`config.mk`:
```
export PLATFORM = sky130hd
export DESIGN_NAME = time_of_day_counter
export DESIGN_NICKNAME = d
export VERILOG_FILES = /design/src/rtl/time_of_day_counter.sv
export SDC_FILE = /design/constraint.sdc
export NUM_CORES = 1
export LEC_CHECK = 0
export ABC_AREA = 1
export ABC_CLOCK_PERIOD_IN_PS = 3600
export CAP_MARGIN = 20
export CORE_UTILIZATION = 40
export CTS_CLUSTER_DIAMETER = 30
export CTS_CLUSTER_SIZE = 30
export DETAILED_ROUTE_END_ITERATION = 6
export PLACE_DENSITY = 0.72
export SYNTH_ARGS = -nofsm -noshare
export SYNTH_HDL_FRONTEND = slang
export SYNTH_SLANG_ARGS = --single-unit
```
`constraint.sdc`:
```
create_clock -name clk -period 3.6 [get_ports clk]
set_input_delay 0.72 -clock clk [delete_from_list [all_inputs] [get_ports clk]]
set_output_delay 0.72 -clock clk [all_outputs]
set_load 0.02 [all_outputs]
```
`src/rtl/time_of_day_counter.sv`:
```
// time_of_day_counter: free-running {hour, minute} keeper.
// A prescaler divides clk down to minute ticks, and the minute and hour fields
// count on those ticks. A new time can be loaded over a valid/ready handshake.
// Single-cycle minute/hour pulses are registered so they line up with the new
// current_time value.
// Optional build macro: TIME_SET_CHECK_EN. When it is defined, an out-of-range
// set request is rejected and set_err pulses. When it is not defined, each
// out-of-range field loads as 0 and set_err stays 0.
module time_of_day_counter #(
  parameter int DIV      = 60,
  parameter int MIN_MOD  = 10,
  parameter int HOUR_MOD = 12
) (
  input  logic       clk,
  input  logic       rst,
  input  logic       run,
  input  logic       set_valid,
  input  logic [7:0] set_time,
  output logic       set_ready,
  output logic [7:0] current_time,
  output logic       minute_pulse,
  output logic       hour_pulse,
  output logic       set_err
);

  localparam int              PS_W      = (DIV > 1) ? $clog2(DIV) : 1;
  localparam logic [PS_W-1:0] PS_LAST   = PS_W'(DIV - 1);
  localparam logic [3:0]      MIN_LAST  = 4'(MIN_MOD - 1);
  localparam logic [3:0]      HOUR_LAST = 4'(HOUR_MOD - 1);

  typedef enum logic [1:0] {STOP, RUN, LOAD} state_t;

  state_t          state, state_nxt;
  logic [PS_W-1:0] prescaler;
  logic [3:0]      minute, hour;
  logic            set_accept;
  logic            tick;

`ifdef TIME_SET_CHECK_EN
  // True when both packed fields lie inside their moduli.
  function automatic logic time_in_range(input logic [7:0] t);
    return ({1'b0, t[7:4]} < 5'(HOUR_MOD)) && ({1'b0, t[3:0]} < 5'(MIN_MOD));
  endfunction
`else
  // Forces each out-of-range field to 0 and leaves the other field untouched.
  function automatic logic [7:0] clamp_time(input logic [7:0] t);
    logic [3:0] h, m;
    h = ({1'b0, t[7:4]} < 5'(HOUR_MOD)) ? t[7:4] : 4'd0;
    m = ({1'b0, t[3:0]} < 5'(MIN_MOD))  ? t[3:0] : 4'd0;
    return {h, m};
  endfunction
`endif

  assign set_ready    = (state != LOAD);
  assign set_accept   = set_valid && set_ready;
  assign tick         = (state == RUN) && (prescaler == PS_LAST);
  assign current_time = {hour, minute};

  // State register.
  always_ff @(posedge clk) begin
    if (rst) state <= STOP;
    else     state <= state_nxt;
  end

  // Next-state logic. An accepted set always goes to LOAD, which lasts one cycle.
  always_comb begin
    state_nxt = state;
    case (state)
      STOP:    if (set_accept) state_nxt = LOAD;
               else if (run)   state_nxt = RUN;
      RUN:     if (set_accept) state_nxt = LOAD;
               else if (!run)  state_nxt = STOP;
      LOAD:    state_nxt = run ? RUN : STOP;
      default: state_nxt = STOP;
    endcase
  end

  // Prescaler, time fields and pulses. A set takes priority over a tick on the same edge.
  always_ff @(posedge clk) begin
    if (rst) begin
      prescaler    <= '0;
      minute       <= 4'd0;
      hour         <= 4'd0;
      minute_pulse <= 1'b0;
      hour_pulse   <= 1'b0;
    end else begin
      minute_pulse <= 1'b0;
      hour_pulse   <= 1'b0;
      if (set_accept) begin
`ifdef TIME_SET_CHECK_EN
        if (time_in_range(set_time)) begin
          hour      <= set_time[7:4];
          minute    <= set_time[3:0];
          prescaler <= '0;
        end
`else
        {hour, minute} <= clamp_time(set_time);
        prescaler      <= '0;
`endif
      end else if (state == RUN) begin
        if (tick) begin
          prescaler    <= '0;
          minute_pulse <= 1'b1;
          if (minute == MIN_LAST) begin
            minute     <= 4'd0;
            hour_pulse <= 1'b1;
            hour       <= (hour == HOUR_LAST) ? 4'd0 : hour + 4'd1;
          end else begin
            minute <= minute + 4'd1;
          end
        end else begin
          prescaler <= prescaler + 1'b1;
        end
      end
    end
  end

`ifdef TIME_SET_CHECK_EN
  // One-cycle error pulse for each rejected set request.
  always_ff @(posedge clk) begin
    if (rst) set_err <= 1'b0;
    else     set_err <= set_accept && !time_in_range(set_time);
  end
`else
  assign set_err = 1'b0;
`endif

endmodule

```
* After elaboration in Yosys (flattened, before gate mapping)
Cells that the tools add are included.
** Word-level totals
- Bits of input ports :: 12
- Output and inout port bits :: 12
- Logic and storage cells :: 53
- Flip-flop bits (word level) :: 18
** Operators by class
- Reduce and logical (&&, ||, !) cells :: 12
- Add/sub/neg operators :: 3
- Muxes and demuxes :: 20
- Equal/unequal tests :: 8
- Bitwise gates (word level) :: 2
- Magnitude comparators :: 2
** Operators with widths (number)
- $mux W4 :: 11
- $add A4 B1 Y4 const B :: 2
- $eq A4 B4 Y1 const B :: 2
- $lt A4 B4 Y1 const B :: 2
- $mux W2 :: 4
- $add A6 B1 Y6 const B :: 1
- $eq A6 B6 Y1 const B :: 1
- $mux W6 :: 1
- $ne A3 B3 Y1 const B :: 2
- $pmux W2 S3 :: 1
- $reduce_bool A2 Y1 :: 3
- $reduce_and A2 Y1 :: 2
- $reduce_or A4 Y1 :: 1
- $mux W1 :: 3
- $reduce_and A3 Y1 :: 1
- $reduce_or A3 Y1 :: 1
- $eq A2 B1 Y1 const B :: 1
- $eq A2 B2 Y1 const B :: 1
- $logic_and A1 B1 Y1 :: 2
- $logic_not A2 Y1 :: 1
- $ne A2 B2 Y1 const B :: 1
- $not A1 Y1 :: 2
- $reduce_or A2 Y1 :: 1

* Depth between registers and ports, before layout
Gate-level depths: netlist of run 1.
- Word-level depth :: 6
- Depth in mapped cells :: 9
- Gate-level depth less buffers :: 9

* Worst setup path after synthesis of run 1
Ideal clock, no wire load.
- Path type :: in2reg
- Start :: in set_valid
- End :: reg minute[3]
- Path slack :: 2.256 ns
- Buffers on the path :: 0
- Setup time :: 0.109 ns
- Arrival :: 1.235 ns
- Data required time :: 3.491 ns
- Cell stages on the path :: 7
- Path through :: inv_1 > a21oi_2 > nor2_1 > nand2_1 > nand3_1 > nand2_1 > inv_1
** On the way
- Word-level cells in the longest chain between the ends :: 3
- Elaborated cells on any way between the ends :: 5
- Classes of those cells :: 1 x mux; 4 x reduce/logical
** RTL lines
- start: declaration :: line 17 : input logic set_valid,
- $logic_and A1 B1 Y1 (*) :: line 55 : assign set_accept = set_valid && set_ready;
- $reduce_bool A2 Y1 (no line)
- $reduce_and A2 Y1 (no line)
- end signal: assignment :: line 97 : {hour, minute} <= clamp_time(set_time);
- end signal: assignment :: line 109 : minute <= minute + 4'd1;
- end: declaration :: line 35 : logic [3:0] minute, hour;
Mark *: on every way between the ends. The rest lies on a longest branch, timed or not.
A chain may end at the register's enable or synchronous reset.

* Worst setup path in the final report of run 1
- Start :: reg state[0]
- End :: out set_ready
** On the way
- Word-level cells in the longest chain between the ends :: 1
** RTL lines
- start: declaration :: line 33 : state_t state, state_nxt;
- start signal: assignment :: line 62 : else state <= state_nxt;
- $ne A2 B2 Y1 :: line 54 : assign set_ready = (state != LOAD);
- end: declaration :: line 19 : output logic set_ready,
No other way between the ends.

==> impl_metrics.env, run 1 <==
export IMPL_status="finished, final reports clean"
export IMPL_antenna_cells=0
export IMPL_worstSetupPathType="flip-flop to output pin"
export IMPL_ff2ff_path_depth=9
export IMPL_rows=18
export IMPL_p_leak_nw=0.621
export IMPL_io_pin_count=24
export IMPL_synth_edff_count=0
export IMPL_worstSkewPairLatency_ns=0.30
export IMPL_place_area_sq_um=1320
export IMPL_num_vias=1059
export IMPL_fin_setup_tns_ns=0
export IMPL_ys_ff_latch=18
export IMPL_drt_total_wl_um=2350
export IMPL_die_y_um=54.0
export IMPL_start_util_pct=42.9
export IMPL_synthFlopType="dfxtp_1"
export IMPL_clockRootBuffer="clkbuf_4"
export IMPL_drtPass1Iterations=4
export IMPL_power_density_nw_per_um2=323
export IMPL_yosys_area_top_type="dfxtp_1"
export IMPL_syn_area_sq_um=1080
export IMPL_crit_required_ns=2.88
export IMPL_p_clk_share_pct=29.2
export IMPL_fmax_mhz=456
export IMPL_cts_max_level=1
export IMPL_regArea_sq_um=360
export IMPL_cap_violations=0
export IMPL_min_path_cells=1
export IMPL_min_period_over_period_pct=60.9
export IMPL_rsz0062_at_grt="no"
export IMPL_core_sq_um=2520
export IMPL_fin_crit_ns=2.19
export IMPL_arrival_ns=1.47
export IMPL_hpwl_um=1840
export IMPL_p_int_mw=0.309
export IMPL_clk_pin_slew_worst_paths_ns=0.10
export IMPL_gp_congestion=0.854
export IMPL_grt_pass1_wl_um=4020
export IMPL_numCtsBuffers=3
export IMPL_synth_cells=167
export IMPL_dieArea_sq_um=2910
export IMPL_drtIter0Drc=11
export IMPL_avgRoutedWirePerCell_um=10.7
export IMPL_ctsResizeCount=0
export IMPL_combPwrFrac_pct=21.0
export IMPL_hold_viol=0
export IMPL_yosys_top_cells_count="nand2_1 (47), inv_1 (27), nor2_1 (21), dfxtp_1 (18), nand3_1 (15)"
export IMPL_yosysMostFrequentCell="nand2_1"
export IMPL_fin_util_pct=53.8
export IMPL_synth_area_per_cell_sq_um=6.47
export IMPL_vias_per_cell=4.79
export IMPL_die_x_um=54.0
export IMPL_ant_nets=0
export IMPL_worstPathMaxFanout=3
export IMPL_async_flop_share_pct=0
export IMPL_drive_gt1_share_pct=8.90
export IMPL_io_buffers=22
export IMPL_syn_num_nets=181
export IMPL_final_net_count=206
export IMPL_tritoncts="done"
export IMPL_cp_end_kind="output pin"
export IMPL_setup_viol=0
export IMPL_grt_max_degree=15
export IMPL_cts_setup_buffers=0
export IMPL_fin_skew_ns=0.00507
export IMPL_p_sw_mw=0.129
export IMPL_p_seq_share_pct=49.8
export IMPL_synth_top_area_share_pct=33.3
export IMPL_slew_violations=0
export IMPL_cts_sinks=18
export IMPL_grt_pass1_vias=994
export IMPL_ir_drop_v=0.000265
export IMPL_area_delta_synth_final_pct=25.5
export IMPL_synthTopCellsByArea="dfxtp_1 (33%), nand2_1 (16%), inv_1 (9.4%)"
export IMPL_cts_max_path_buffers=2
export IMPL_ctsHoldBuffers=0
export IMPL_startpoint_type="flip-flop"
export IMPL_antenna_found_initial=0
export IMPL_ys_seq_area_share_pct=33.3
export IMPL_switching_share_pct=29.4
export IMPL_multi_input_area_sq_um=597
export IMPL_ys_warnings_count=0
export IMPL_route_detailed_drc=0
export IMPL_hold_path_class="flip-flop to flip-flop"
export IMPL_design_area_sq_um=1360
export IMPL_synth_cell_types=24
export IMPL_grtUsageTotal_pct=19.0
export IMPL_overflow=0
export IMPL_fillCellCount=269
## sequential cells by signal, summed over array words and instances, names as in the netlist
name          cells
state             2
prescaler         6
minute            4
hour              4
minute_pulse      1
hour_pulse        1
## worst paths after layout
| check | from | endpoint | slack (ns) |
|---|---|---|---|
| min reg2reg | state[0] | state[0] | 0.50 |
| max reg2reg | prescaler[1] | hour[0] | 2.32 |
| min | state[0] | state[0] | 0.50 |
| max | state[0] | set_ready | 1.41 |
## power groups by stage
stage	logic (mW)	clock network (mW)	registers (mW)
after floorplan	0.0508	0	0.228
final	0.0919	0.128	0.218
after CTS	0.0923	0.131	0.218
after global placement	0.0903	0	0.222
after global routing	0.104	0.138	0.220
after detailed placement	0.0917	0	0.223
## area by class of cell
type,instances,share of cell area (%)
multi-input cells,119,44.0
flip-flops and latches,18,26.6
repair buffers,22,16.2
inverters,28,7.75
well taps,30,2.77
clock buffers,4,2.68
## critical path: stages (launching register included)
cell	delay (ns)
dfxtp_1	0.38
inv_1	0.09
nand2_2	0.09
clkdlybuf4s50_1	0.61
## through the flow
stage	instances	hold WS, ns	worst slack (ns)	power [mW]
global placement	217	0.464	1.59	0.312
global route	221	0.519	1.36	0.461
finish	221	0.499	1.41	0.438
CTS	221	0.499	1.39	0.441
floorplan	167	0.449	2.26	0.278
detailed placement	217	0.483	1.56	0.314
## layout by cell type, fill, tap and decap left out, types with 2 or more instances in the layout
| master | Yosys | layout |
|---|---|---|
| nand2_1 | 47 | 47 |
| inv_1 | 27 | 27 |
| clkdlybuf4s50_1 | 0 | 22 |
| nor2_1 | 21 | 21 |
| dfxtp_1 | 18 | 18 |
| nand3_1 | 15 | 15 |
| o21ai_0 | 7 | 7 |
| a21oi_1 | 5 | 5 |
| nand2_4 | 4 | 4 |
| nand4_1 | 4 | 4 |
| clkbuf_4 | 0 | 3 |
| nand2_2 | 2 | 2 |
| nor2_2 | 2 | 2 |
| xnor2_1 | 2 | 2 |
| ha_1 | 2 | 2 |
## logic make-up after synthesis
kind of cell | synth area share, %
flip-flops | 33.3
XOR/XNOR | 1.62
buffers and inverters | 11.5
other | 0.347
adder cells (fa/ha/maj) | 2.31
AND/OR/NAND/NOR | 43.9
AO/OA/AOI/OAI | 7.06
## routing by layer
layer  share of wire, %  global-route usage (%)
met1                 44                    21.1
met4               0.51                    4.70
met5                  0                       0
met2                 50                    35.0
met3                4.5                    5.37
Note: power is estimated with default switching activity, not from simulation.
==> run 2, diff against run 1 <==
- ABC_CLOCK_PERIOD_IN_PS: 3600 -> 1870
- PLACE_DENSITY: 0.72 -> 0.74
- clock period: 3.6 -> 1.87 ns (I/O delays scaled with it)
==> run 2 against run 1 <==
Net effect: cell area is 0.74% higher; wire length fell by 4.8%; worst setup slack lost 1.3 ns; largest power group unchanged.
==> impl_metrics.env, run 2 (synthesis results as in run 1) <==
export IMPL_grtUsageTotal_pct=18.2
export IMPL_num_vias=1047
export IMPL_hold_viol=0
export IMPL_avgRoutedWirePerCell_um=10.1
export IMPL_grt_use_met3_pct=3.67
export IMPL_p_sw_mw=0.240
export IMPL_fin_setup_tns_ns=0
export IMPL_power_mw=0.838
export IMPL_worstSkewPairLatency_ns=0.29
export IMPL_cts_setup_buffers=0
export IMPL_antenna_cells=0
export IMPL_slew_violations=0
export IMPL_power_density_nw_per_um2=613
export IMPL_grtUsageMet2_pct=30.9
export IMPL_mostFrequentLayoutCell="nand2_1"
export IMPL_grt_busiest_layer="met2"
export IMPL_combPwrFrac_pct=21.6
export IMPL_io_buffers=22
export IMPL_setup_viol=0
export IMPL_p_seq_share_pct=49.8
export IMPL_worst_path_buf_inv=1
export IMPL_core_sq_um=2520
export IMPL_tritoncts="done"
export IMPL_crit_required_ns=1.50
export IMPL_drtPass1Iterations=4
export IMPL_drt_total_wl_um=2240
export IMPL_route_detailed_drc=0
export IMPL_slowest_stage="clkdlybuf4s50_1"
export IMPL_hpwl_um=1760
export IMPL_rsz0062_at_grt="no"
export IMPL_cap_violations=0
export IMPL_p_leak_nw=0.629
export IMPL_fin_crit_ns=1.78
export IMPL_area_delta_synth_final_pct=26.4
export IMPL_ctsHoldBuffers=0
export IMPL_grtUsageMet1_pct=20.6
export IMPL_clk_pin_slew_worst_paths_ns=0.10
export IMPL_hold_path_class="flip-flop to flip-flop"
export IMPL_cp_end_kind="output pin"
export IMPL_arrival_ns=1.41
export IMPL_cts_sinks=18
export IMPL_grt_pass1_wl_um=3840
export IMPL_rows=18
export IMPL_clockRootBuffer="clkbuf_4"
export IMPL_min_period_over_period_pct=95.2
export IMPL_crit_path_max_incr_delay_ns=0.65
export IMPL_p_int_mw=0.598
export IMPL_overflow=0
export IMPL_startpoint_type="flip-flop"
export IMPL_worstPathMaxFanout=8
export IMPL_cts_max_path_buffers=2
export IMPL_dieArea_sq_um=2910
export IMPL_critical_path_top_delay_family="buffers and inverters"
export IMPL_drtIter0Drc=30
export IMPL_vias_per_cell=4.72
export IMPL_start_util_pct=42.9
export IMPL_status="finished, final reports clean"
export IMPL_io_pin_count=24
export IMPL_top_regs="prescaler (6), hour (4), minute (4)"
export IMPL_p_clk_share_pct=28.6
export IMPL_switching_share_pct=28.6
export IMPL_gp_congestion=0.835
export IMPL_cts_max_level=1
export IMPL_drive_gt1_share_pct=9.38
export IMPL_final_net_count=207
export IMPL_die_x_um=54.0
export IMPL_largest_register_ffs=6
export IMPL_ctsResizeCount=0
export IMPL_ir_drop_v=0.000396
export IMPL_ant_nets=0
export IMPL_regMostFlops="prescaler"
export IMPL_fin_skew_ns=0.00223
export IMPL_grt_max_degree=15
export IMPL_die_y_um=54.0
export IMPL_worstSetupPathType="flip-flop to output pin"
export IMPL_fmax_mhz=562
export IMPL_grt_pass1_vias=986
export IMPL_crit_chain="clkdlybuf4s50_1"
export IMPL_numCtsBuffers=3
export IMPL_antenna_found_initial=0
export IMPL_fillCellCount=252
export IMPL_final_cell_mix="nand2_1 (47), inv_1 (27), nor2_1 (21), clkdlybuf4s50_1 (21), dfxtp_1 (18)"
-- run 2: changes by cell type in the layout (fill, tap and decap cells not counted) --
cell and delta:
dlymetal6s2s_1 +1, buf_4 +1, clkdlybuf4s50_1 -1
-- run 2: through the flow --
stage | instances | util [%] | cell area (sq um) | setup WS [ns] | hold WS, ns
5_1_grt | 222 | 54.2 | 1370 | 0.0259 | 0.524
6_report | 222 | 54.2 | 1370 | 0.0895 | 0.504
3_3_place_gp | 218 | 52.6 | 1330 | 0.202 | 0.462
2_1_floorplan | 167 | - | 1080 | 0.676 | 0.443
3_5_place_dp | 218 | 52.6 | 1330 | 0.179 | 0.484
4_1_cts | 222 | 54.1 | 1360 | 0.00131 | 0.499
-- run 2: area by class of cell --
| type | instances | area [sq um] | share of cell area [%] |
|---|---|---|---|
| multi-input cells | 119 | 597 | 43.7 |
| clock buffers | 4 | 36.3 | 2.66 |
| flip-flops and latches | 18 | 360 | 26.4 |
| repair buffers | 23 | 230 | 16.8 |
| inverters | 28 | 105 | 7.69 |
| well taps | 30 | 37.5 | 2.75 |
-- run 2: worst paths after layout --
kind | startpoint | endpoint | slack (ns) | depth (start not counted)
max | minute[1] | current_time[1] | 0.09 | 1
min | prescaler[1] | prescaler[1] | 0.50 | 2
max reg2reg | state[1] | hour[0] | 0.60 | 9
min reg2reg | prescaler[1] | prescaler[1] | 0.50 | 2
-- run 2: metal layers --
layer / vias up / wire length (um)
met2: 26 / 1090
met5: - / 0
met3: 2 / 112
met4: 0 / 19
li1: 566 / -
met1: 453 / 1020
-- run 2: power by group through the flow --
stage | Clock [mW] | Combinational, mW | Sequential (mW)
after floorplan | 0 | 0.0978 | 0.438
after global placement | 0 | 0.180 | 0.424
after detailed placement | 0 | 0.182 | 0.426
after CTS | 0.249 | 0.182 | 0.417
after global routing | 0.261 | 0.204 | 0.420
final | 0.239 | 0.181 | 0.417
==> run 3, diff against run 2 <==
- ABC_AREA: 1 -> not set
- ABC_CLOCK_PERIOD_IN_PS: 1870 -> 1650
- GPL_TIMING_DRIVEN: not set -> 0
- PLACE_DENSITY: 0.74 -> 0.72
- clock period: 1.87 -> 1.65 ns (I/O delays scaled with it)
==> run 3 against run 2 <==
Net effect: clock skew grew 0.0024 ns; non-clock buffer count grew 4; largest cell class unchanged; utilization is essentially flat; clock power grew 18%; sequential share of layout area grew 0.91 points; critical path type is now flip-flop to flip-flop.
==> impl_metrics.env, run 3 <==
export IMPL_grt_pass1_vias=732
export IMPL_grt_max_degree=11
export IMPL_final_cell_mix="dfxtp_1 (16), clkdlybuf4s50_1 (12), dlygate4sd2_1 (8), a21oi_1 (7)"
export IMPL_area_delta_synth_final_pct=29.3
export IMPL_min_path_cells=3
export IMPL_core_sq_um=2450
export IMPL_clockRootBuffer="clkbuf_4"
export IMPL_synth_cell_types=46
export IMPL_p_leak_nw=0.535
export IMPL_grt_pass1_wl_um=3330
export IMPL_switching_share_pct=27.5
export IMPL_p_clk_share_pct=30.4
export IMPL_slew_violations=0
export IMPL_tritoncts="done"
export IMPL_regToRegStartpoint="prescaler[0]"
export IMPL_ant_nets=0
export IMPL_regArea_sq_um=363
export IMPL_ys_warnings_count=0
export IMPL_ys_seq_area_share_pct=35.0
export IMPL_regMostFlops="prescaler"
export IMPL_r2r_end="hour[1]"
export IMPL_min_from="set_valid"
export IMPL_yosys_area_top_type="dfxtp_1"
export IMPL_drtPass1Iterations=4
export IMPL_cap_violations=0
export IMPL_status="finished, final reports clean"
export IMPL_hold_viol=0
export IMPL_ir_drop_v=0.000631
export IMPL_mostFrequentLayoutCell="dfxtp_1"
export IMPL_hpwl_um=1610
export IMPL_synth_cells=112
export IMPL_crit_chain="ha_1, and3b_1, buf_6, a32oi_4, and2b_1, nor3_2"
export IMPL_hold_end="state[1]"
export IMPL_yosysMostFrequentCell="dfxtp_1"
export IMPL_setup_slack_ns=0.0811
export IMPL_power_density_nw_per_um2=696
export IMPL_cts_sinks=18
export IMPL_synthTopCellsByArea="dfxtp_1 (35%), nand3b_1 (3.6%), a21oi_1 (3.4%)"
export IMPL_clk_pin_slew_worst_paths_ns=0.11
export IMPL_worstSetupPathType="flip-flop to flip-flop"
export IMPL_syn_area_sq_um=1030
export IMPL_p_int_mw=0.670
export IMPL_crit_path_max_incr_delay_ns=0.35
export IMPL_p_sw_mw=0.255
export IMPL_avgRoutedWirePerCell_um=12.7
export IMPL_top_regs="prescaler (6), hour (4), minute (4)"
export IMPL_crit_required_ns=1.83
export IMPL_p_seq_share_pct=51.0
export IMPL_largest_register_ffs=6
export IMPL_placed_cells=164
export IMPL_fin_cells=167
export IMPL_arrival_ns=1.75
export IMPL_setup_viol=0
export IMPL_synth_top_area_share_pct=35.0
export IMPL_antenna_cells=0
export IMPL_drt_total_wl_um=2130
export IMPL_worst_slew_pin_slew_ns=0.520
export IMPL_dpl_worst_slack_ns=-0.334
export IMPL_fin_skew_ns=0.00461
export IMPL_dieArea_sq_um=2780
export IMPL_r2r_slack_ns=0.08
export IMPL_async_flop_share_pct=0
export IMPL_drive_gt1_share_pct=14.6
export IMPL_worstPathMaxFanout=8
export IMPL_io_buffers=22
export IMPL_combPwrFrac_pct=18.6
export IMPL_slowest_stage="dfxtp_2"
export IMPL_overflow=0
export IMPL_max_slew_margin_rel_pct=65.3
export IMPL_vias_per_cell=5.52
export IMPL_numCtsBuffers=3
export IMPL_io_pin_count=24
export IMPL_ys_ff_latch=18
export IMPL_whs_ns=0.463
export IMPL_start_util_pct=41.9
export IMPL_cts_max_path_buffers=2
export IMPL_gp_congestion=0.711
export IMPL_ff2ff_path_depth=6
export IMPL_synth_edff_count=0
export IMPL_synth_area_per_cell_sq_um=9.18
export IMPL_final_net_count=152
export IMPL_rsz0062_at_grt="no"
export IMPL_antenna_found_initial=0
export IMPL_worstSkewPairLatency_ns=0.30
export IMPL_min_period_over_period_pct=95.1
export IMPL_cp_end_kind="flip-flop"
export IMPL_rows=18
export IMPL_drtIter0Drc=13
export IMPL_yosys_top_cells_count="dfxtp_1 (18), a21oi_1 (7), nand2_1 (6), nor2_1 (6), nor3_1 (6)"
export IMPL_syn_num_nets=126
export IMPL_power_mw=0.925
export IMPL_route_detailed_drc=0
export IMPL_fillCellCount=219
export IMPL_grtUsageTotal_pct=16.6
export IMPL_die_x_um=52.7
export IMPL_cts_max_level=1
export IMPL_multi_input_area_sq_um=628
export IMPL_startpoint_type="flip-flop"
export IMPL_die_y_um=52.7
export IMPL_hold_path_class="input port to flip-flop"
export IMPL_fin_crit_ns=1.57
export IMPL_num_vias=922
export IMPL_synthFlopType="dfxtp_1"
export IMPL_ctsHoldBuffers=0
export IMPL_fmax_mhz=637
==> run 3: logic make-up (layout without fill, tap and decap cells) <==
family | Yosys count | after routing | synth area share, %
buf+inv | 10 | 35 | 5.23
xor+xnor | 5 | 5 | 4.26
mux | 2 | 2 | 1.95
simple gates | 46 | 46 | 28.7
fa+ha+maj | 2 | 2 | 2.43
other cells | 1 | 1 | 0.365
compound gates | 28 | 28 | 22.0
flops | 18 | 18 | 35.0
==> run 3: per-stage QoR <==
stage / area (sq um) / utilization, % / setup TNS, ns
after floorplan: 1030 / - / 0
after global placement: 1290 / 52.4 / -2.77
after detailed placement: 1290 / 52.4 / -3.03
after CTS: 1310 / 53.5 / 0
after global routing: 1330 / 54.2 / 0
final: 1330 / 54.2 / 0
==> run 3: metal layers <==
layer  vias up  routed length, um  GRT usage [%]
met2        18               1030           24.9
met1       437               1020           22.7
li1        467                  -              -
met4         0                  0           2.63
met3         0                 86           6.09
met5         -                  0              0
==> run 3: worst max path at each step <==
stage,start,endpoint,slack [ns],cells past startpoint
2_1_floorplan,prescaler[0],hour[1],0.20,6
3_3_place_gp,set_valid,minute[3],-0.32,5
3_5_place_dp,set_valid,minute[3],-0.33,5
4_1_cts,hour[1],current_time[5],0.004,1
5_1_grt,prescaler[0],hour[1],0.002,6
6_report,prescaler[0],hour[1],0.08,6
==> run 3: repair_timing <==
item,4_1_cts,5_1_grt
gates resized for setup,8,6
pin swaps,0,1
buffers inserted,0,0
endpoints found under the hold margin,0,0
setup endpoints to repair,8,15
==> run 3: power groups by stage <==
| stage | sequential [mW] | combinational, mW | clock [mW] |
|---|---|---|---|
| 2_1_floorplan | 0.493 | 0.0872 | 0 |
| 3_3_place_gp | 0.481 | 0.172 | 0 |
| 3_5_place_dp | 0.482 | 0.176 | 0 |
| 4_1_cts | 0.472 | 0.169 | 0.294 |
| 5_1_grt | 0.476 | 0.187 | 0.315 |
| 6_report | 0.472 | 0.172 | 0.281 |
==> run 3: critical path: cells and delay by family (launching register included) <==
kind	cells	cell delay, ns
simple gates	3	0.44
flops	1	0.35
compound gates	1	0.30
fa+ha+maj	1	0.23
buf+inv	1	0.13
==> run 3: final cells by class <==
cell class	instances	share of cell area, %
Buffer	5	2.63
Clock buffer	4	2.73
Inverter	4	1.13
Multi-Input combinational cell	84	47.2
Sequential cell	18	27.3
Tap cell	30	2.82
Timing Repair Buffer	22	16.2
